### src/rtl/dmem_master_pkg.sv
// Shared definitions for the data-memory load/store initiator.
package dmem_master_pkg;

    localparam int unsigned DMEM_ADDR_W  = 32;
    localparam int unsigned DMEM_DATA_W  = 32;
    localparam int unsigned DMEM_LANES   = 4;
    localparam int unsigned DMEM_TIMEOUT = 15;

    localparam logic CHIP_ENABLE   = 1'b1;
    localparam logic CHIP_DISABLE  = 1'b0;
    localparam logic WRITE_ENABLE  = 1'b1;
    localparam logic WRITE_DISABLE = 1'b0;

    localparam logic [1:0] SIZE_B = 2'b00;
    localparam logic [1:0] SIZE_H = 2'b01;
    localparam logic [1:0] SIZE_W = 2'b10;

    typedef enum logic [1:0] {
        ST_IDLE   = 2'b00,
        ST_ACCESS = 2'b01,
        ST_DONE   = 2'b10
    } state_t;

    // Access cannot be issued: half on odd byte, word off a word boundary, or reserved size.
    function automatic logic is_misaligned(input logic [1:0] size, input logic [1:0] offset);
        logic bad;
        case (size)
            SIZE_B:  bad = 1'b0;
            SIZE_H:  bad = offset[0];
            SIZE_W:  bad = |offset;
            default: bad = 1'b1;
        endcase
        return bad;
    endfunction

endpackage

### src/rtl/dmem_lane.sv
// Byte-lane steering: store lane enables/replication and load alignment/extension.
module dmem_lane
    import dmem_master_pkg::*;
#(
    parameter int unsigned DATA_W = DMEM_DATA_W
) (
    input  logic [1:0]            size,
    input  logic [1:0]            offset,
    input  logic                  sext,
    input  logic [DATA_W-1:0]     wdata,
    input  logic [DATA_W-1:0]     rword,
    output logic [DMEM_LANES-1:0] sel,
    output logic [DATA_W-1:0]     wdata_lane,
    output logic [DATA_W-1:0]     rdata_ext
);

    logic [DATA_W-1:0] shifted;

    // Little-endian lane selection, store replication and load extension.
    always_comb begin
        shifted    = rword >> {offset, 3'b000};
        sel        = '0;
        wdata_lane = wdata;
        rdata_ext  = shifted;
        case (size)
            SIZE_B: begin
                sel        = DMEM_LANES'(1) << offset;
                wdata_lane = {(DATA_W/8){wdata[7:0]}};
                rdata_ext  = {{(DATA_W-8){sext & shifted[7]}}, shifted[7:0]};
            end
            SIZE_H: begin
                sel        = DMEM_LANES'(3) << offset;
                wdata_lane = {(DATA_W/16){wdata[15:0]}};
                rdata_ext  = {{(DATA_W-16){sext & shifted[15]}}, shifted[15:0]};
            end
            SIZE_W: begin
                sel = '1;
            end
            default: begin
                sel = '0;
            end
        endcase
    end

endmodule

### src/rtl/dmem_master.sv
// MEM-stage load/store initiator driving the data RAM port; stalls the pipeline while busy.
module dmem_master
    import dmem_master_pkg::*;
#(
    parameter int unsigned ADDR_W  = DMEM_ADDR_W,
    parameter int unsigned DATA_W  = DMEM_DATA_W,
    parameter int unsigned TIMEOUT = DMEM_TIMEOUT
) (
    input  logic                  clk,
    input  logic                  rst,
    input  logic                  req_i,
    input  logic                  we_i,
    input  logic [1:0]            size_i,
    input  logic                  sext_i,
    input  logic [ADDR_W-1:0]     addr_i,
    input  logic [DATA_W-1:0]     wdata_i,
    output logic [DATA_W-1:0]     rdata_o,
    output logic                  done_o,
    output logic                  stall_o,
    output logic                  misalign_o,
    output logic                  timeout_o,
    output logic                  mem_ce_o,
    output logic                  mem_we_o,
    output logic [ADDR_W-1:0]     mem_addr_o,
    output logic [DMEM_LANES-1:0] mem_sel_o,
    output logic [DATA_W-1:0]     mem_data_o,
    input  logic [DATA_W-1:0]     mem_data_i,
    input  logic                  mem_ready_i
);

    localparam int unsigned CNT_W = $clog2(TIMEOUT + 1);

    state_t                state, state_nx;
    logic [CNT_W-1:0]      cnt, cnt_nx;
    logic [1:0]            size_q, size_nx;
    logic [1:0]            off_q, off_nx;
    logic                  sext_q, sext_nx;

    logic [DATA_W-1:0]     rdata_nx;
    logic                  done_nx, misalign_nx, timeout_nx;
    logic                  ce_nx, we_nx;
    logic [ADDR_W-1:0]     addr_nx;
    logic [DMEM_LANES-1:0] sel_nx;
    logic [DATA_W-1:0]     mdata_nx;

    logic [1:0]            lane_size, lane_off;
    logic [DMEM_LANES-1:0] lane_sel;
    logic [DATA_W-1:0]     lane_wdata, lane_rdata;

    // The single lane unit serves the incoming request in IDLE and the latched one in ACCESS.
    assign lane_size = (state == ST_ACCESS) ? size_q : size_i;
    assign lane_off  = (state == ST_ACCESS) ? off_q  : addr_i[1:0];

    dmem_lane #(
        .DATA_W (DATA_W)
    ) u_lane (
        .size       (lane_size),
        .offset     (lane_off),
        .sext       (sext_q),
        .wdata      (wdata_i),
        .rword      (mem_data_i),
        .sel        (lane_sel),
        .wdata_lane (lane_wdata),
        .rdata_ext  (lane_rdata)
    );

    // Next-state, next registered outputs and combinational stall.
    always_comb begin
        state_nx    = state;
        cnt_nx      = cnt;
        size_nx     = size_q;
        off_nx      = off_q;
        sext_nx     = sext_q;
        rdata_nx    = rdata_o;
        done_nx     = 1'b0;
        misalign_nx = 1'b0;
        timeout_nx  = 1'b0;
        ce_nx       = mem_ce_o;
        we_nx       = mem_we_o;
        addr_nx     = mem_addr_o;
        sel_nx      = mem_sel_o;
        mdata_nx    = mem_data_o;
        stall_o     = 1'b0;

        case (state)
            ST_IDLE: begin
                if (req_i) begin
                    if (is_misaligned(size_i, addr_i[1:0])) begin
                        misalign_nx = 1'b1;
                    end else begin
                        stall_o  = 1'b1;
                        ce_nx    = CHIP_ENABLE;
                        we_nx    = we_i ? WRITE_ENABLE : WRITE_DISABLE;
                        addr_nx  = {addr_i[ADDR_W-1:2], 2'b00};
                        sel_nx   = lane_sel;
                        mdata_nx = we_i ? lane_wdata : '0;
                        size_nx  = size_i;
                        off_nx   = addr_i[1:0];
                        sext_nx  = sext_i;
                        cnt_nx   = '0;
                        state_nx = ST_ACCESS;
                    end
                end
            end

            ST_ACCESS: begin
                stall_o = 1'b1;
                if (mem_we_o) begin
                    ce_nx    = CHIP_DISABLE;
                    we_nx    = WRITE_DISABLE;
                    done_nx  = 1'b1;
                    rdata_nx = '0;
                    state_nx = ST_DONE;
                end else if (mem_ready_i) begin
                    ce_nx    = CHIP_DISABLE;
                    done_nx  = 1'b1;
                    rdata_nx = lane_rdata;
                    state_nx = ST_DONE;
                end else begin
                    cnt_nx = cnt + CNT_W'(1);
                    if (cnt_nx == CNT_W'(TIMEOUT)) begin
                        ce_nx      = CHIP_DISABLE;
                        timeout_nx = 1'b1;
                        rdata_nx   = '0;
                        cnt_nx     = '0;
                        state_nx   = ST_IDLE;
                    end
                end
            end

            ST_DONE: begin
                state_nx = ST_IDLE;
            end

            default: begin
                state_nx = ST_IDLE;
            end
        endcase
    end

    // State and output registers with synchronous reset.
    always_ff @(posedge clk) begin
        if (rst) begin
            state      <= ST_IDLE;
            cnt        <= '0;
            size_q     <= SIZE_B;
            off_q      <= '0;
            sext_q     <= 1'b0;
            rdata_o    <= '0;
            done_o     <= 1'b0;
            misalign_o <= 1'b0;
            timeout_o  <= 1'b0;
            mem_ce_o   <= CHIP_DISABLE;
            mem_we_o   <= WRITE_DISABLE;
            mem_addr_o <= '0;
            mem_sel_o  <= '0;
            mem_data_o <= '0;
        end else begin
            state      <= state_nx;
            cnt        <= cnt_nx;
            size_q     <= size_nx;
            off_q      <= off_nx;
            sext_q     <= sext_nx;
            rdata_o    <= rdata_nx;
            done_o     <= done_nx;
            misalign_o <= misalign_nx;
            timeout_o  <= timeout_nx;
            mem_ce_o   <= ce_nx;
            mem_we_o   <= we_nx;
            mem_addr_o <= addr_nx;
            mem_sel_o  <= sel_nx;
            mem_data_o <= mdata_nx;
        end
    end

endmodule

### config.mk
export PLATFORM = sky130hd
export DESIGN_NAME = dmem_master
export DESIGN_NICKNAME = d
export VERILOG_FILES = /design/src/rtl/dmem_master_pkg.sv /design/src/rtl/dmem_lane.sv /design/src/rtl/dmem_master.sv
export SDC_FILE = /design/constraint.sdc
export NUM_CORES = 1
export LEC_CHECK = 0
export BUFFER_PORTS_ARGS = -buffer_cell sky130_fd_sc_hd__buf_2
export CORE_ASPECT_RATIO = 0.75
export CORE_MARGIN = 4
export CORE_UTILIZATION = 44
export DETAILED_ROUTE_END_ITERATION = 6
export GPL_ROUTABILITY_DRIVEN = 0
export PLACE_DENSITY_LB_ADDON = 0.2
export SYNTH_ARGS = -nofsm -noshare
export SYNTH_HDL_FRONTEND = slang
export SYNTH_SLANG_ARGS = --single-unit
### constraint.sdc
create_clock -name clk -period 2 [get_ports clk]
set_input_delay 0.2 -clock clk [delete_from_list [all_inputs] [get_ports clk]]
set_output_delay 0.2 -clock clk [all_outputs]
set_load 0.03 [all_outputs]
# Word level (Yosys, flattened, before mapping)
# Cells that the tools add are included.
op_classes:
  addsub: 1
  n_eq_ne: 11
  shifts: 3
  mux: 41
  n_bitwise: 6
  n_reduce_logical: 15
op_table:
  columns: ["cell", "count"]
  rows:
  - ["2-to-1 mux 32 bit", 4]
  - ["one-hot mux 32 bit (2 select lines)", 2]
  - [">> shifter 32 x 5 -> 32 bit", 1]
  - ["2-to-1 mux 4 bit", 5]
  - ["2-to-1 mux 1 bit", 16]
  - ["2-to-1 mux 2 bit", 7]
  - ["one-hot mux 4 bit (3 select lines)", 1]
  - ["AND reduction 3 bit", 3]
  - ["!= test 2 bit, second input constant", 4]
  - ["one-hot mux 4 bit (2 select lines)", 1]
  - ["== test 2 x 1 -> 1 bit, second input constant", 3]
  - ["logical NOT 2 bit", 3]
  - ["one-hot mux 1 bit (2 select lines)", 3]
  - ["AND reduction 5 bit", 1]
  - ["adder 4 x 1 -> 4 bit, second input constant", 1]
  - ["== test 2 bit, second input constant", 2]
  - ["== test 4 bit, second input constant", 1]
  - ["!= test 4 x 3 -> 1 bit, second input constant", 1]
  - ["inverter 1 bit", 4]
  - ["one-hot mux 2 bit (2 select lines)", 1]
  - ["AND reduction 4 bit", 1]
  - ["OR reduction 2 bit", 2]
  - ["OR reduction 4 bit", 1]
  - ["<< shifter 1 x 2 -> 4 bit, first input constant", 1]
  - ["7 further kinds", 8]
totals:
  register_bits: 114
  wordCells: 91

# Logic depth before layout (Yosys ltp)
depth:
  word_depth: 7
  mapped_depth: 9
  depth_no_buf: 8

# Cells and area by module
# A second synthesis with hierarchy kept.
hier_totals:
  hier_cells: 745
  hier_area_um2: 5865.6
modules_own_cells:
  columns: ["module", "n_inst", "cells_per_inst", "area_per_inst_um2"]
  rows:
  - ["dmem_master", 1, 549, 4500.6]
  - ["dmem_lane", 1, 196, 1365.1]

# Worst setup path before layout
# No wires, ideal clock.
synth_timing:
  path_kind: "register -> register"
  startpoint: "reg state[1]"
  endpoint: "reg rdata_o[21]"
  setup_ns: 0.115
  t_arrival_ns: 1.969
  required_time_ns: 1.885
  setup_slack_ns: -0.084
  path_stages_with_launch: 8
  path_buffers: 1
  period_less_slack_ns: 2.084
  cell_sequence: "dfxtp_1 -> nand2b_4 -> mux2_2 -> a21oi_1 -> a221oi_4 -> o311ai_4 -> buf_6 -> o21ai_2"
synth_via:
  elab_chain_len: 7
synth_rtl:
  columns: ["element", "line_no", "source"]
  rows:
  - ["start, declared", "dmem_master.sv:33", "state_t state, state_nx;"]
  - ["start signal, assigned", "dmem_master.sv:159", "state <= state_nx;"]
  - ["== test 2 x 1 -> 1 bit *", "dmem_master.sv:51, dmem_master.sv:52, dmem_master.sv:85", null]
  - ["2-to-1 mux 2 bit", "dmem_master.sv:52", "assign lane_off = (state == ST_ACCESS) ? off_q : addr_i[1:0];"]
  - [">> shifter 32 x 5 -> 32 bit", "dmem_lane.sv:21", "shifted = rword >> {offset, 3'b000};"]
  - ["AND 1 bit (on tied branches)", "dmem_lane.sv:34, dmem_lane.sv:29", null]
  - ["one-hot mux 32 bit (2 select lines)", "dmem_lane.sv:25", "case (size)"]
  - ["2-to-1 mux 32 bit", "dmem_master.sv:114", "end else if (mem_ready_i) begin"]
  - ["2-to-1 mux 32 bit", "dmem_master.sv:108", "if (mem_we_o) begin"]
  - ["end signal, assigned", "dmem_master.sv:164", "rdata_o <= rdata_nx;"]
  - ["end, declared", "dmem_master.sv:17", "output logic [DATA_W-1:0] rdata_o,"]
# Mark *: on every way between the ends. The rest lies on a longest branch, timed or not.
# A chain may end at the register's enable or synchronous reset.

# Final worst setup path
layout_timing:
  startpoint: "reg state[1]"
  endpoint: "reg rdata_o[23]"
# The elaborated chain is that of the path after synthesis.

==> flow_summary_export.csv <==
group,metric,value,unit
outcome,status,"finished with violations",
outcome,failed_checks,"negative setup slack",
hold_path,hp-class,"input pin to flip-flop",
clock_network,insertion_delay,0.41,ns
timing,finalCritPeriodShare,103.1,%
clock_network,clock_sinks,114,
timing,slew_headroom,61.24,%
logic_synthesis,ys_seq_area_share,44.41,%
setup_path,r2r_start,"state[1]",
logic_synthesis,yosys_warnings,0,
clock_network,clkSlewWorstSetupHoldPaths,0.05,ns
finish,mostFrequentLayoutCells,"207 x buf_2, 112 x dfxtp_1, 109 x nand2_1",
setup_path,required,2.34,ns
power_and_ir_drop,p_leak,3.428,nW
logic_synthesis,synthSimpleGateAreaFrac,18.43,%
hold_path,holdPathStages,3,
routing,avgViaCountPerCell,5.638,
setup_path,worst_r2r_path_depth,8,
setup_path,setup.worst_path.start,"state[1]",
timing,fin_crit,2.061,ns
clock_network,htreeDepth,4,
placement,port_buffers,207,
floorplan,dieArea,13490,µm²
power_and_ir_drop,switchingPower,1.830,mW
timing,finalSetupViolCount,16,
setup_path,cpMostUsedCell,"buf_6",
hold_path,hold_start,"addr_i[6]",
finish,fin_cells,1002,
grt,grt_pass1_wl,27.33,mm
clock_network,cts_tree,"built",
logic_synthesis,synth_mux_area_share,10.01,%
placement,place_ws,-0.3484,ns
power_and_ir_drop,comb_power_share,17.5,%
logic_synthesis,ys_types,49,
timing,rsz0062_at_grt,"yes",
logic_synthesis,syn_avg_cell_area,8.275,µm²
logic_synthesis,postSynthCellCount,621,
power_and_ir_drop,vdd_drop_max,0.6480,mV
power_and_ir_drop,power,6.820,mW
setup_path,slowest_stage,"or3b_1",
placement,dp.cells,955,
setup_path,cp.depth,8,
routing,wirelength,18.32,mm
setup_path,worstPathArrival,2.40,ns
logic_synthesis,synth_xor_area_share,0,%
grt,grt_pass1_vias,5281,
grt,grt_remaining_overflow,0,
grt,antenna_found_initial,0,
power_and_ir_drop,clock_power_share,47.1,%
power_and_ir_drop,power_density,910.0,nW/µm²
timing,timing_hold_violations_final,0,
logic_synthesis,synth_top_family_by_area,"compound AO/OA/AOI/OAI gates",
power_and_ir_drop,switching_share,26.84,%
setup_path,crit_chain,"nand2b_4 -> mux2_4 -> buf_6 -> or3b_1 -> o22ai_2 -> o311ai_4 -> buf_6 -> o21ai_2",
floorplan,die_h,101.6,µm
routing,ant_nets,0,
grt,grtUsageTotal,25.28,%
finish,layout_commonest_cell,"buf_2",
logic_synthesis,synth_fa_ha_area_share,0.4870,%
logic_synthesis,synth_area,5139,µm²
floorplan,initial_utilization,46.09,%
setup_path,crit_path_max_incr_delay,0.39,ns
routing,dr_total_vias,5649,
setup_path,crit_family,"simple AND/OR/NAND/NOR gates",
logic_synthesis,synth_compound_area_share,21.87,%
power_and_ir_drop,p_seq_share,35.4,%
floorplan,ios,210,
routing,drt_iter0_drc,481,
clock_network,cts_made_buffers,17,
finish,num_antenna_cells,0,
floorplan,die_w,132.8,µm
timing,fin_ws,-0.06126,ns
run,maxCapViolations,0,
finish,drive_gt1_share,40.72,%
finish,layout.nets,955,
setup_path,critical_path.startpoint_type,"flip-flop",
routing,route.detailed.drc,0,
routing,firstDrtPassIters,5,
clock_network,root_buffer,"clkbuf_16",
timing,fmax,485.1,MHz
routing,wl_per_cell,18.28,µm
grt,grt_max_degree,55,
setup_path,worst-path-buf-inv,2,
clock_network,clock_path_buffers,2,
finish,area_growth,45.85,%
clock_network,holdBufCountCts,0,
timing,drv_slew,0,
timing,tightest_slew,0.5779,ns
logic_synthesis,synth_seq_cells,114,
floorplan,num_rows,33,
setup_path,critical_path_class,"flip-flop to flip-flop",
floorplan,coreArea,11150,µm²
setup_path,cp_max_fo,6,
finish,utilization,67.23,%
timing,skew,0.008412,ns
timing,fin_tns_setup,-0.7560,ns
setup_path,worst_setup_path_end_kind,"flip-flop",
placement,dpl.hpwl,12.53,mm
power_and_ir_drop,p_int,4.990,mW
## layout make-up
cell class | instances | area (µm²)
Sequential cell | 114 | 2285
Fill cell | 879 | 3654
Inverter | 5 | 18.77
Timing Repair Buffer | 258 | 1523
Tap cell | 140 | 175.2
Clock inverter | 10 | 155.1
Clock buffer | 22 | 474.2
Multi-Input combinational cell | 453 | 2864
## path summary, 6_finish.rpt
path | end | slack [ns]
setup / recovery | rdata_o[23] | -0.06
hold / removal | mem_addr_o[6] | 0.03
setup reg to reg | rdata_o[23] | -0.06
hold reg to reg | rdata_o[29] | 0.44
## state kept, by name, summed over array words and instances, names as in the netlist
name,count
done_o,1
size_q,2
mem_sel_o,4
mem_ce_o,1
timeout_o,1
cnt,4
mem_addr_o,30
off_q,2
rdata_o,32
mem_we_o,1
misalign_o,1
sext_q,1
mem_data_o,32
state,2
## cell usage after synthesis (all sizes together)
master,instances,area share (%)
a2bb2oi,1,0.17
o22ai,1,0.12
nor4,1,0.12
a31o,3,0.51
a31oi,2,0.24
or3,7,0.85
nor3b,2,0.39
nor2b,1,0.12
dfxtp,114,44
o31ai,3,0.44
mux2,1,0.22
nand2,111,8.1
clkbuf,35,2.6
o21bai,1,0.15
nand3,11,1.1
a22oi,7,1.0
o2bb2ai,7,1.2
inv,5,0.37
a21o,1,0.15
buf,15,1.8
nor2,65,4.7
nor3,13,1.3
o2111ai,6,1.0
a221oi,9,1.9
o311ai,1,0.51
nand3b,2,0.29
a211oi,1,0.15
nand2b,6,0.88
o21ai,27,3.4
o221ai,1,0.17
or3b,2,0.34
o21a,1,0.15
mux2i,49,9.8
o22a,6,1.0
and2,2,0.24
ha,2,0.49
o41ai,1,0.17
a21oi,97,9.4
conb,1,0.073
## cells by family after synthesis
kind of cell               count (synthesis)
AOI/OAI and AO/OA                        176
adders and majority gates                  2
muxes                                     50
DFF                                      114
buffers and inverters                     55
other                                      1
and+or+nand+nor                          223
## power by group through the flow
stage | clock network (mW) | logic (mW) | registers [mW]
floorplan | 0 | 0.506 | 2.61
global placement | 0 | 1.02 | 2.46
detailed placement | 0 | 1.05 | 2.46
CTS | 3.25 | 1.09 | 2.41
global route | 3.36 | 1.28 | 2.42
finish | 3.21 | 1.19 | 2.42
## layer usage
metal  track usage (%)  vias to the layer above  wire, µm
li1                  -                     2642         -
met1             33.16                     2634      7396
met2             39.90                      327      8573
met3             7.795                       46      1902
met4             8.706                        0       448
met5                 0                        -         0
## worst register-to-register path, delay by kind of cell, from the launching register on
kind | cells | cell delay [ns]
muxes | 1 | 0.34
buffers and inverters | 2 | 0.32
AOI/OAI and AO/OA | 3 | 0.48
DFF | 1 | 0.31
and+or+nand+nor | 2 | 0.56
## metrics by stage
step	hold slack (ns)	area, µm²
2_1_floorplan	0.3360	5157
3_3_place_gp	0.4331	6464
3_5_place_dp	0.4356	6464
4_1_cts	0.01648	7272
5_1_grt	0.01858	7495
6_report	0.02734	7495
## repair_timing
item                                    4_1_cts  5_1_grt
endpoints found under the setup margin       32       47
setup buffers                                 7        8
resized for setup                            15       55
pin swaps                                     2       22
cloned                                        2        2
Power figures use the tool's default switching activity.
